===== config.mk =====
export PLATFORM = sky130hd
export DESIGN_NAME = fetch_queue
export DESIGN_NICKNAME = d
export VERILOG_FILES = /design/src/rtl/fetch_queue.sv
export SDC_FILE = /design/constraint.sdc
export NUM_CORES = 1
export LEC_CHECK = 0
export CAP_MARGIN = 15
export CELL_PAD_IN_SITES_DETAIL_PLACEMENT = 1
export CELL_PAD_IN_SITES_GLOBAL_PLACEMENT = 2
export CORE_ASPECT_RATIO = 0.5
export CORE_MARGIN = 2
export CORE_UTILIZATION = 47
export CTS_CLUSTER_SIZE = 8
export DETAILED_ROUTE_END_ITERATION = 16
export GPL_ROUTABILITY_DRIVEN = 0
export GPL_TIMING_DRIVEN = 0
export HOLD_SLACK_MARGIN = 0.15
export PLACE_DENSITY_LB_ADDON = 0.08
export SLEW_MARGIN = 10
export SYNTH_ARGS = -nofsm -noshare
export SYNTH_HDL_FRONTEND = slang
export SYNTH_SLANG_ARGS = --single-unit

===== constraint.sdc =====
create_clock -name clk -period 11.95 [get_ports clk]
set_input_delay 1.7925 -clock clk [delete_from_list [all_inputs] [get_ports clk]]
set_output_delay 1.7925 -clock clk [all_outputs]
set_load 0.02 [all_outputs]

===== src/rtl/fetch_queue.sv =====
// fetch_queue: circular instruction queue between 2-wide fetch and decode.
// Ports: clk/reset, flush, in_* from fetch, out_* to decode, count/empty/full status.
module fetch_queue #(
   parameter int FETCH_W = 2,
   parameter int XLEN    = 32,
   parameter int DEPTH   = 8
) (
   input  logic                           clk,
   input  logic                           reset,
   input  logic                           flush,
   input  logic [FETCH_W-1:0]             in_valid,
   input  logic [FETCH_W-1:0][XLEN-1:0]   in_pc,
   input  logic [FETCH_W-1:0][XLEN-1:0]   in_instr,
   output logic                           in_ready,
   output logic [FETCH_W-1:0]             out_valid,
   output logic [FETCH_W-1:0][XLEN-1:0]   out_pc,
   output logic [FETCH_W-1:0][XLEN-1:0]   out_instr,
   input  logic                           out_ready,
   output logic [$clog2(DEPTH):0]         count,
   output logic                           empty,
   output logic                           full
);

   localparam int PW = $clog2(DEPTH);
   localparam int CW = PW + 1;

   logic [XLEN-1:0] mem_pc    [DEPTH];
   logic [XLEN-1:0] mem_instr [DEPTH];

   logic [PW-1:0] head;
   logic [PW-1:0] tail;
   logic [CW-1:0] n_in;
   logic [CW-1:0] n_out;
   logic [CW-1:0] free;
   logic [PW-1:0] wr_idx [FETCH_W];
   logic [PW-1:0] rd_idx [FETCH_W];
   logic          enq;
   logic          deq;

   assign free     = CW'(DEPTH) - count;
   assign in_ready = free >= CW'(FETCH_W);
   assign empty    = count == '0;
   assign full     = count == CW'(DEPTH);
   assign enq      = in_ready && (|in_valid) && !flush;
   assign deq      = out_ready && !flush;

   // Compaction: each valid lane lands after the valid lanes below it.
   always_comb begin
      n_in = '0;
      for (int i = 0; i < FETCH_W; i++) begin
         wr_idx[i] = tail + n_in[PW-1:0];
         n_in      = n_in + {{(CW-1){1'b0}}, in_valid[i]};
      end
   end

   always_comb begin
      n_out = '0;
      for (int i = 0; i < FETCH_W; i++) begin
         rd_idx[i]    = head + PW'(i);
         out_valid[i] = count > CW'(i);
         out_pc[i]    = out_valid[i] ? mem_pc[rd_idx[i]]    : '0;
         out_instr[i] = out_valid[i] ? mem_instr[rd_idx[i]] : '0;
         n_out        = n_out + {{(CW-1){1'b0}}, out_valid[i]};
      end
   end

   always_ff @(posedge clk) begin
      if (enq) begin
         for (int i = 0; i < FETCH_W; i++) begin
            if (in_valid[i]) begin
               mem_pc[wr_idx[i]]    <= in_pc[i];
               mem_instr[wr_idx[i]] <= in_instr[i];
            end
         end
      end
   end

   always_ff @(posedge clk or posedge reset) begin
      if (reset) begin
         head  <= '0;
         tail  <= '0;
         count <= '0;
      end else if (flush) begin
         head  <= '0;
         tail  <= '0;
         count <= '0;
      end else begin
         if (enq) tail <= tail + n_in[PW-1:0];
         if (deq) head <= head + n_out[PW-1:0];
         count <= count + (enq ? n_in : '0) - (deq ? n_out : '0);
      end
   end

endmodule


==> results.md, run 1 <==
- The capturing element type of the critical path is an output port.
- The proportion of synthesized chip area in sequential cells is 0.509.
- Across the run, the number of max-cap violations was 0.
- The transition at the pin with the smallest max-transition slack is approximately 1.2 ns.
- In this run the remaining antenna-violating nets after routing total 0.
- The number of global-route vias before repair came to roughly 21,000.
- The maximum fanout count along the critical path is 10.
- In this run the tool buffered the top-level ports with 270 buffer cells.
- The startpoint identified for the worst register-to-register timing path is count[2].
- Detailed routing inserted a total of ~20,000 vias.
- In this run the static leakage power is 0.0123 uW.
- By count the netlist is led by sky130_fd_sc_hd__edfxtp_1, sky130_fd_sc_hd__mux2_2, sky130_fd_sc_hd__mux4_2.
- The synthesized design contains just over 500 enable-type register cells.
- The fraction of layout cells with a size suffix above 1 is 0.399.
- For this run, the detailed router's first-pass iteration total came to 5.
- The design draws 8420 uW.
- After the last flow step, the layout net total stands at between 2,000 and 2,500.
- IR analysis of the VDD net gives a maximum drop of 0.105 mV.
- The met1 usage in global routing is 0.397.
- The area enclosed by the die boundary is 67,500 um^2.
- The met2 layer usage reported by global route is 0.504.
- Of the post-synthesis cell area, the dominant cell type holds 0.501.
- The clock sink count is ~520.
- Detailed placement finished with a half-perimeter wire length of 64,200 um.
- The initial standard-cell utilization of the core is 0.474.
- The number of instances in the synthesized netlist is approximately 1,900.
- The xor-xnor portion of the synthesized cell area is 0.00200.
- The average detailed-routed wire length per instance is 31.7 um.
- The critical setup path kind is reg2out.
- The number of gates resized after cts is 0.
- The number of storage elements in the synthesis netlist is roughly 520.
- The number of buffers added to fix hold violations after cts is 0.
- The flip-flop cell with the highest count after synthesis is sky130_fd_sc_hd__edfxtp_1.
- The synthesized design spends more area on one cell type than any other, namely sky130_fd_sc_hd__edfxtp_1.
- In this run the standard cell core region covers around 65,000 um^2.
- Entering global routing, the biggest net connects 21 pins.
- The deepest clock path buffer count is 3.
- The synthesis-to-finish area growth is 21.2%.
- Setup violations remaining at the end of the flow were counted as 0.
- The critical path data arrival time is approximately 4.8 ns.
- Dividing the final minimum period by the clock period gives 0.547.
- For this design the top-level I/O count stands at 271.
- For met3 alone, demand over resource in global routing was 0.0499.
- In this run the register-to-register setup slack is between 7 and 8 ns.
- The post-synthesis share of cell area spent on and, or, nand and nor gates is 0.0354.
- The critical path ends at out_instr[22].
- The area of the multi-input gates is 14,400 um^2.
- The root buffer cell chosen for the clock tree is sky130_fd_sc_hd__clkbuf_16.
- The async set or reset register ratio after synthesis is 0.0192.
- The endpoint identified for the worst register-to-register timing path is count[3].
- The final layout contains routed wiring with a total length of 99,500 um.
- The clock skew after layout is 0.0121 ns.
- Clock-pin slew was measured on the worst setup and hold paths at ~0.050 ns.
- The worst-case headroom to the max-slew limit is 0.211.
- The final count of pins violating max slew is 0.
- The leading cell type by number of instances after synthesis is sky130_fd_sc_hd__edfxtp_1.
- In this run the number of H-tree levels came out at 3.
- The post-CTS setup repair buffer count is 0.
- Counting I/O delays and the setup requirement, the final critical path takes approximately 6.5 ns.
- In this run the worst setup path begins at head[0].
- The number of cells on the worst reg-to-reg path is 15.
- Across every metal layer, demand over resource in global routing totals 0.297.
- Counting distinct cell types in the post-synthesis netlist gives between 40 and 50.
- Sorting the synthesized cells by area gives the leading types as sky130_fd_sc_hd__edfxtp_1, sky130_fd_sc_hd__mux4_2, sky130_fd_sc_hd__mux2_2.
- For the final routed database, the setup TNS stands at 0 ns.
- For this design the ratio of total power to cell area is 226 nW/um^2.
- Registers take 15,600 um^2.
- The number of clock buffers added by TritonCTS is 75.
- The initial antenna violation count is 2.
- TritonCTS built the clock tree.
- STA classifies the critical path startpoint as a flop.
- The classification of the worst-slack hold path is reg2reg.
- After global routing the overflow that remains totals 0.
- For the worst-skew pair, the clock arrives at the later sink with an insertion delay of approximately 0.6 ns.
- The filler cells instantiated in the layout total around 6,000.
- Timing would allow up to around 150 MHz.
- The number of DRC markers after the initial detailed-route iteration is between 2,000 and 2,500.
- The overall die width is around 370 um.
- Setup repair after global routing left no endpoint under its margin.
- The die height is around 180 um.
- The cell area that synthesis handed to floorplanning was ~31,000 um^2.
- For this run, the number of Yosys warnings is 0.
- The hold path startpoint is tail[0].
- For this run, design rule violations remaining after detail routing come to 0.
- STA puts the critical path data required time at slightly above 10 ns.
- A synthesized cell averages about 16 um^2.
- The first global-routing pass estimated around 140,000 um of wire.
- The compound-gate portion of the synthesized area came to 0.0147.
- The net count after synthesis is a little over 2,000.
- Of the total synthesized cell area, the portion taken by full adders, half adders and majority gates is 0.00994.
- The average via count per standard cell is between 6 and 7.
- After synthesis, the largest family of logic cells by area is multiplexers.
- Of the post-synthesis cell area, the part taken by muxes is 0.404.
- The most crowded layer after global routing is met2.
- The run finished with clean final reports.
- The row count is 66.
- The total count of hold-check failures in the final report is 0.
cell usage in the layout (no fill, tap or decap), types with 60 or more instances in the layout:
cell type | Yosys | layout
sky130_fd_sc_hd__a21oi_1 | 68 | 68
sky130_fd_sc_hd__clkbuf_16 | 0 | 76
sky130_fd_sc_hd__clkdlybuf4s50_1 | 0 | 270
sky130_fd_sc_hd__edfxtp_1 | 512 | 512
sky130_fd_sc_hd__mux2_1 | 60 | 60
sky130_fd_sc_hd__mux2_2 | 392 | 392
sky130_fd_sc_hd__mux2_4 | 60 | 60
sky130_fd_sc_hd__mux2i_1 | 66 | 66
sky130_fd_sc_hd__mux4_2 | 256 | 256
sky130_fd_sc_hd__nand2_1 | 130 | 130
sky130_fd_sc_hd__nor2_1 | 82 | 74
area by class of cell:
cell class / count / area share
multi-input cells: 1189 / 0.387
plain buffers: 146 / 0.0191
flip-flops and latches: 522 / 0.420
inverters: 15 / 0.00151
well taps: 884 / 0.0297
clock inverters: 3 / 0.000874
clock buffers: 81 / 0.0516
repair buffers: 302 / 0.0903
diodes: 1 / 0.0000672
kinds of logic after synthesis:
logic type      Yosys count
compound gates           83
xor+xnor                  7
fa+ha+maj                22
buf+inv                 161
flops                   522
mux                     834
simple gates            243
layer usage:
layer	vias to the layer above	part of all wire
li1	8311	-
met1	10500	0.41
met2	855	0.50
met3	165	0.072
met4	0	0.022
met5	-	0
per-stage QoR:
| stage | std cells | instance area, um^2 | utilization | setup slack (ns) | hold WS, ns |
|---|---|---|---|---|---|
| floorplan | 1872 | 30700 | - | 5.71 | 0.570 |
| CTS | 3138 | 37200 | 0.573 | 5.44 | 0.626 |
| finish | 3143 | 37200 | 0.574 | 5.41 | 0.621 |
| global route | 3143 | 37200 | 0.574 | 5.30 | 0.684 |
| global placement | 3026 | 34500 | 0.533 | 1.03 | 0.598 |
| detailed placement | 3054 | 35200 | 0.543 | 6.08 | 0.617 |
critical path: stages, from the launching register on:
cell                              delay [ns]
sky130_fd_sc_hd__dfrtp_1                0.44
sky130_fd_sc_hd__clkbuf_1               0.25
sky130_fd_sc_hd__clkbuf_1               0.64
sky130_fd_sc_hd__clkbuf_1               0.78
sky130_fd_sc_hd__clkbuf_1               0.74
sky130_fd_sc_hd__mux4_2                 0.41
sky130_fd_sc_hd__mux2i_1                0.26
sky130_fd_sc_hd__nor2_1                 0.07
sky130_fd_sc_hd__clkdlybuf4s50_1        0.55
worst min-delay path by stage:
stage / end / slack, ns / cells after the start
floorplan: tail[0] / 0.57 / 2
global placement: tail[0] / 0.60 / 2
detailed placement: tail[0] / 0.62 / 2
CTS: tail[0] / 0.63 / 2
global route: tail[0] / 0.68 / 2
finish: tail[0] / 0.62 / 2
sequential cells by signal, summed over array words and instances (netlist names):
register	count
count	4
head	3
mem_pc	256
tail	3
mem_instr	256
report_power, final:
group | switching (uW) | internal [uW] | total [uW] | leakage [uW]
Combinational | 2360 | 1860 | 4220 | 0.00662
Sequential | 78.7 | 2220 | 2300 | 0.00476
Clock | 779 | 1120 | 1900 | 0.000954
Power figures use the tool's default switching activity.
==> run 2: changes to the inputs <==
- CORE_UTILIZATION: 47 -> 39
- clock period: 11.95 -> 5.43 ns (I/O delays scaled with it)
==> results.md, run 2 (synthesized netlist as in run 1, its figures left out) <==
- The die height came to 202 um (was 185 um).
- The total power is 18,700 uW (was 8420 uW).
- The share of power burned in registers is 0.270 (was 0.273).
- The placed standard-cell area is 35,500 um^2 (was 35,200 um^2).
- The largest net degree at the start of global routing is 20 (was 21).
- The maximum resistive drop on vdd was 0.228 mV (was 0.105 mV).
- The number of cells on the worst reg-to-reg path is 15 (unchanged).
- The net count of the finished layout is 2,411 (was 2,407).
- The via count is 19,500 (was 19,900).
- The core area is 77,700 um^2 (was 64,800 um^2).
- The number of iterations in the first detailed-routing pass is 5 (unchanged).
- The row count came to 72 (was 66).
- The DRC violations left came to 0 (unchanged).
- The reg-to-reg endpoint was count[3] (unchanged).
- Setup repair after global routing missed its margin: false (unchanged).
- The slowest library cell on the worst path is sky130_fd_sc_hd__clkbuf_1 (unchanged).
- The share of total power in the clock network is 0.227 (was 0.226).
- The count of input and output buffers is 270 (unchanged).
- The minimum setup slack in the final design was 0.161 ns (was 5.41 ns).
- The clock-pin slew reported for the worst setup and hold paths after clock tree synthesis is 0.06 ns (was 0.05 ns).
- The highest attainable clock frequency is roughly 190 MHz.
- The sum of buffers and inverters on the critical path is 3 (was 5).
- The clock sink count is 522 (unchanged).
- The final count of pins violating max slew is 0 (unchanged).
- The pre-CTS setup slack is 0.419 ns (was 6.08 ns).
- The switching power as a share of total power came to 0.385 (was 0.383).
- The number of DRC markers after the initial detailed-route iteration is 1,380 (was 2,065).
- The largest delay contributor family on the critical path is buffers and inverters (unchanged).
- The static leakage is 0.0124 uW (was 0.0123 uW).
- The all-layer global routing usage was 0.257 (was 0.297).
- The clock tree from TritonCTS is yes (unchanged).
- The total count of hold-check failures in the final report is 0 (unchanged).
- The root buffer selected by CTS was sky130_fd_sc_hd__clkbuf_16 (unchanged).
- The initial standard-cell utilization of the core came to 0.396 (was 0.474).
- The synthesis-to-finish area growth is 22.4% (was 21.2%).
- Outcome: complete, no violations (unchanged).
- The number of nets with antenna violations after detailed routing is 0 (unchanged).
- The net switching power of the design is 7220 uW (was 3220 uW).
- The final routed wirelength across all metal layers is 104,000 um (was 99,500 um).
- The power density of the placed cells is 499 nW/um^2 (was 226 nW/um^2).
- The count of maximum capacitance violations was 0 (unchanged).
- The critical path data arrival time was 4.45 ns (was 4.75 ns).
- The classification of the worst-slack hold path is in2async (was reg2reg).
- The initial antenna violation count is 4 (was 2).
- After layout, the minimum clock period comes to 5.27 ns.
- The required arrival time at the worst endpoint is 4.62 ns (was 10.16 ns).
- The deepest clock path buffer count came to 3 (unchanged).
- The commonest non-fill, non-tap cell in the layout is sky130_fd_sc_hd__edfxtp_1 (unchanged).
- The clock skew after layout came to 0.0147 ns (was 0.0121 ns).
- The transition at the pin with the smallest max-transition slack was 1.23 ns (was 1.18 ns).
- The launching element type of the critical path is a flop (unchanged).
- Most used cells in the layout excluding fill and tap cells: sky130_fd_sc_hd__edfxtp_1, sky130_fd_sc_hd__mux2_2, sky130_fd_sc_hd__clkdlybuf4s50_1 (unchanged).
- The fraction of layout cells with a size suffix above 1 was 0.402 (was 0.399).
- The internal power contribution came to 11,500 uW (was 5200 uW).
- The area enclosed by the die boundary was 81,100 um^2 (was 67,500 um^2).
- The fraction of the cycle the final worst path needs is 0.970.
- The CTS buffer count is 75 (unchanged).
- The number of I/O pins is 271 (unchanged).
- The clock latency reported for the late side of the worst-skew pair was 0.63 ns (was 0.60 ns).
- The number of global-route vias before repair is 21,300 (was 21,100).
- The combinational share of power is 0.504 (was 0.501).
- The launch point of the worst reg-to-reg path is count[1] (was count[2]).
- The design area came to 37,600 um^2 (was 37,200 um^2).
- The minimum setup slack among reg-to-reg paths is 0.96 ns (was 7.50 ns).
- The global-route wire length before repair is 150,000 um (was 143,000 um).
- The average detailed-routed wire length per instance is 31.5 um (was 31.7 um).
- The worst hold-check slack is 0.485 ns (was 0.621 ns).
- The final-report setup violation count was 0 (unchanged).
- The critical setup path kind is reg2out (unchanged).
- The total global routing overflow was 0 (unchanged).
- The cell type with the highest occurrence count on the critical path is sky130_fd_sc_hd__clkbuf_1 (unchanged).
- CP cell instances: ha_1, clkbuf_1, clkbuf_1, mux4_2, nand2_1, a21oi_1, clkdlybuf4s50_1 (was clkbuf_1, clkbuf_1, clkbuf_1, clkbuf_1, mux4_2, mux2i_1, nor2_1, clkdlybuf4s50_1).
- The number of H-tree levels is 3 (unchanged).
- The capturing element type of the critical path is an output port (unchanged).
- The overall die width is 401 um (was 366 um).
- The worst-case headroom to the max-slew limit is 0.181 (was 0.211).
- The post-CTS setup repair buffer count is 0 (unchanged).
- The worst stage delay on the critical path came to 0.83 ns (was 0.78 ns).
- The maximum fanout count along the critical path is 10 (unchanged).
- The sum of net half-perimeters after detailed placement is 68,500 um (was 64,200 um).
- The average via count per standard cell is 5.90 (was 6.32).
-- run 2: changes by cell type in the layout (fill, tap and decap cells not counted), sizes merged --
cell and change:
clkbuf -2, clkdlybuf4s15 +2, inv +1, diode +2, buf +6, clkinv -1
-- run 2: timing repair --
item | CTS | global route
endpoints found under the setup margin | 22 | 5
gates resized for setup | 3 | 4
hold buffers | 0 | 0
endpoints found under the hold margin | 0 | 0
-- run 2: worst register-to-register path, delay by kind of cell (launching register included) --
family	cells	cell delay, ns
adder cells (fa/ha/maj)	4	1.19
buffers and inverters	5	1.87
flip-flops	1	0.42
XOR/XNOR	1	0.13
AO/OA/AOI/OAI	3	0.49
AND/OR/NAND/NOR	2	0.25
-- run 2: final cells by class --
cell class	instances	area [um^2]
clock buffers	83	1950
multi-input cells	1189	14400
repair buffers	308	3500
plain buffers	144	719
fillers	7482	40100
clock inverters	3	25.0
inverters	15	56.3
well taps	1036	1300
flip-flops and latches	522	15600
diodes	3	7.51
-- run 2: metal layers --
metal / share of wire / vias up / GRT usage / wire length, um
met5: 0 / - / 0 / 0
met4: 0.021 / 0 / 0.0679 / 2220
met3: 0.053 / 138 / 0.0383 / 5470
met2: 0.50 / 618 / 0.442 / 51500
met1: 0.43 / 10400 / 0.343 / 44700
li1: - / 8336 / - / -
-- run 2: worst max path at each step --
stage | start | end | slack (ns) | cells past startpoint
global route | head[1] | out_instr[33] | 0.03 | 7
floorplan | in_valid[0] | mem_instr[0][0] | 0.17 | 7
global placement | in_valid[0] | mem_instr[0][9] | -4.82 | 8
CTS | head[0] | out_instr[30] | 0.02 | 8
detailed placement | head[0] | out_instr[30] | 0.42 | 8
finish | head[1] | out_pc[63] | 0.16 | 7
-- run 2: metrics by stage --
| stage | setup TNS (ns) | util | instances |
|---|---|---|---|
| global placement | -2307.19 | 0.447 | 3178 |
| floorplan | 0 | - | 1872 |
| CTS | 0 | 0.483 | 3295 |
| global route | 0 | 0.484 | 3303 |
| detailed placement | 0 | 0.457 | 3210 |
| finish | 0 | 0.484 | 3303 |
-- run 2: power groups by stage --
stage,Combinational (uW),Sequential (uW),Clock [uW]
floorplan,5330,5110,0
global placement,9230,5210,0
detailed placement,9500,5130,0
CTS,9530,5050,4320
global route,9990,5080,4440
finish,9440,5050,4250
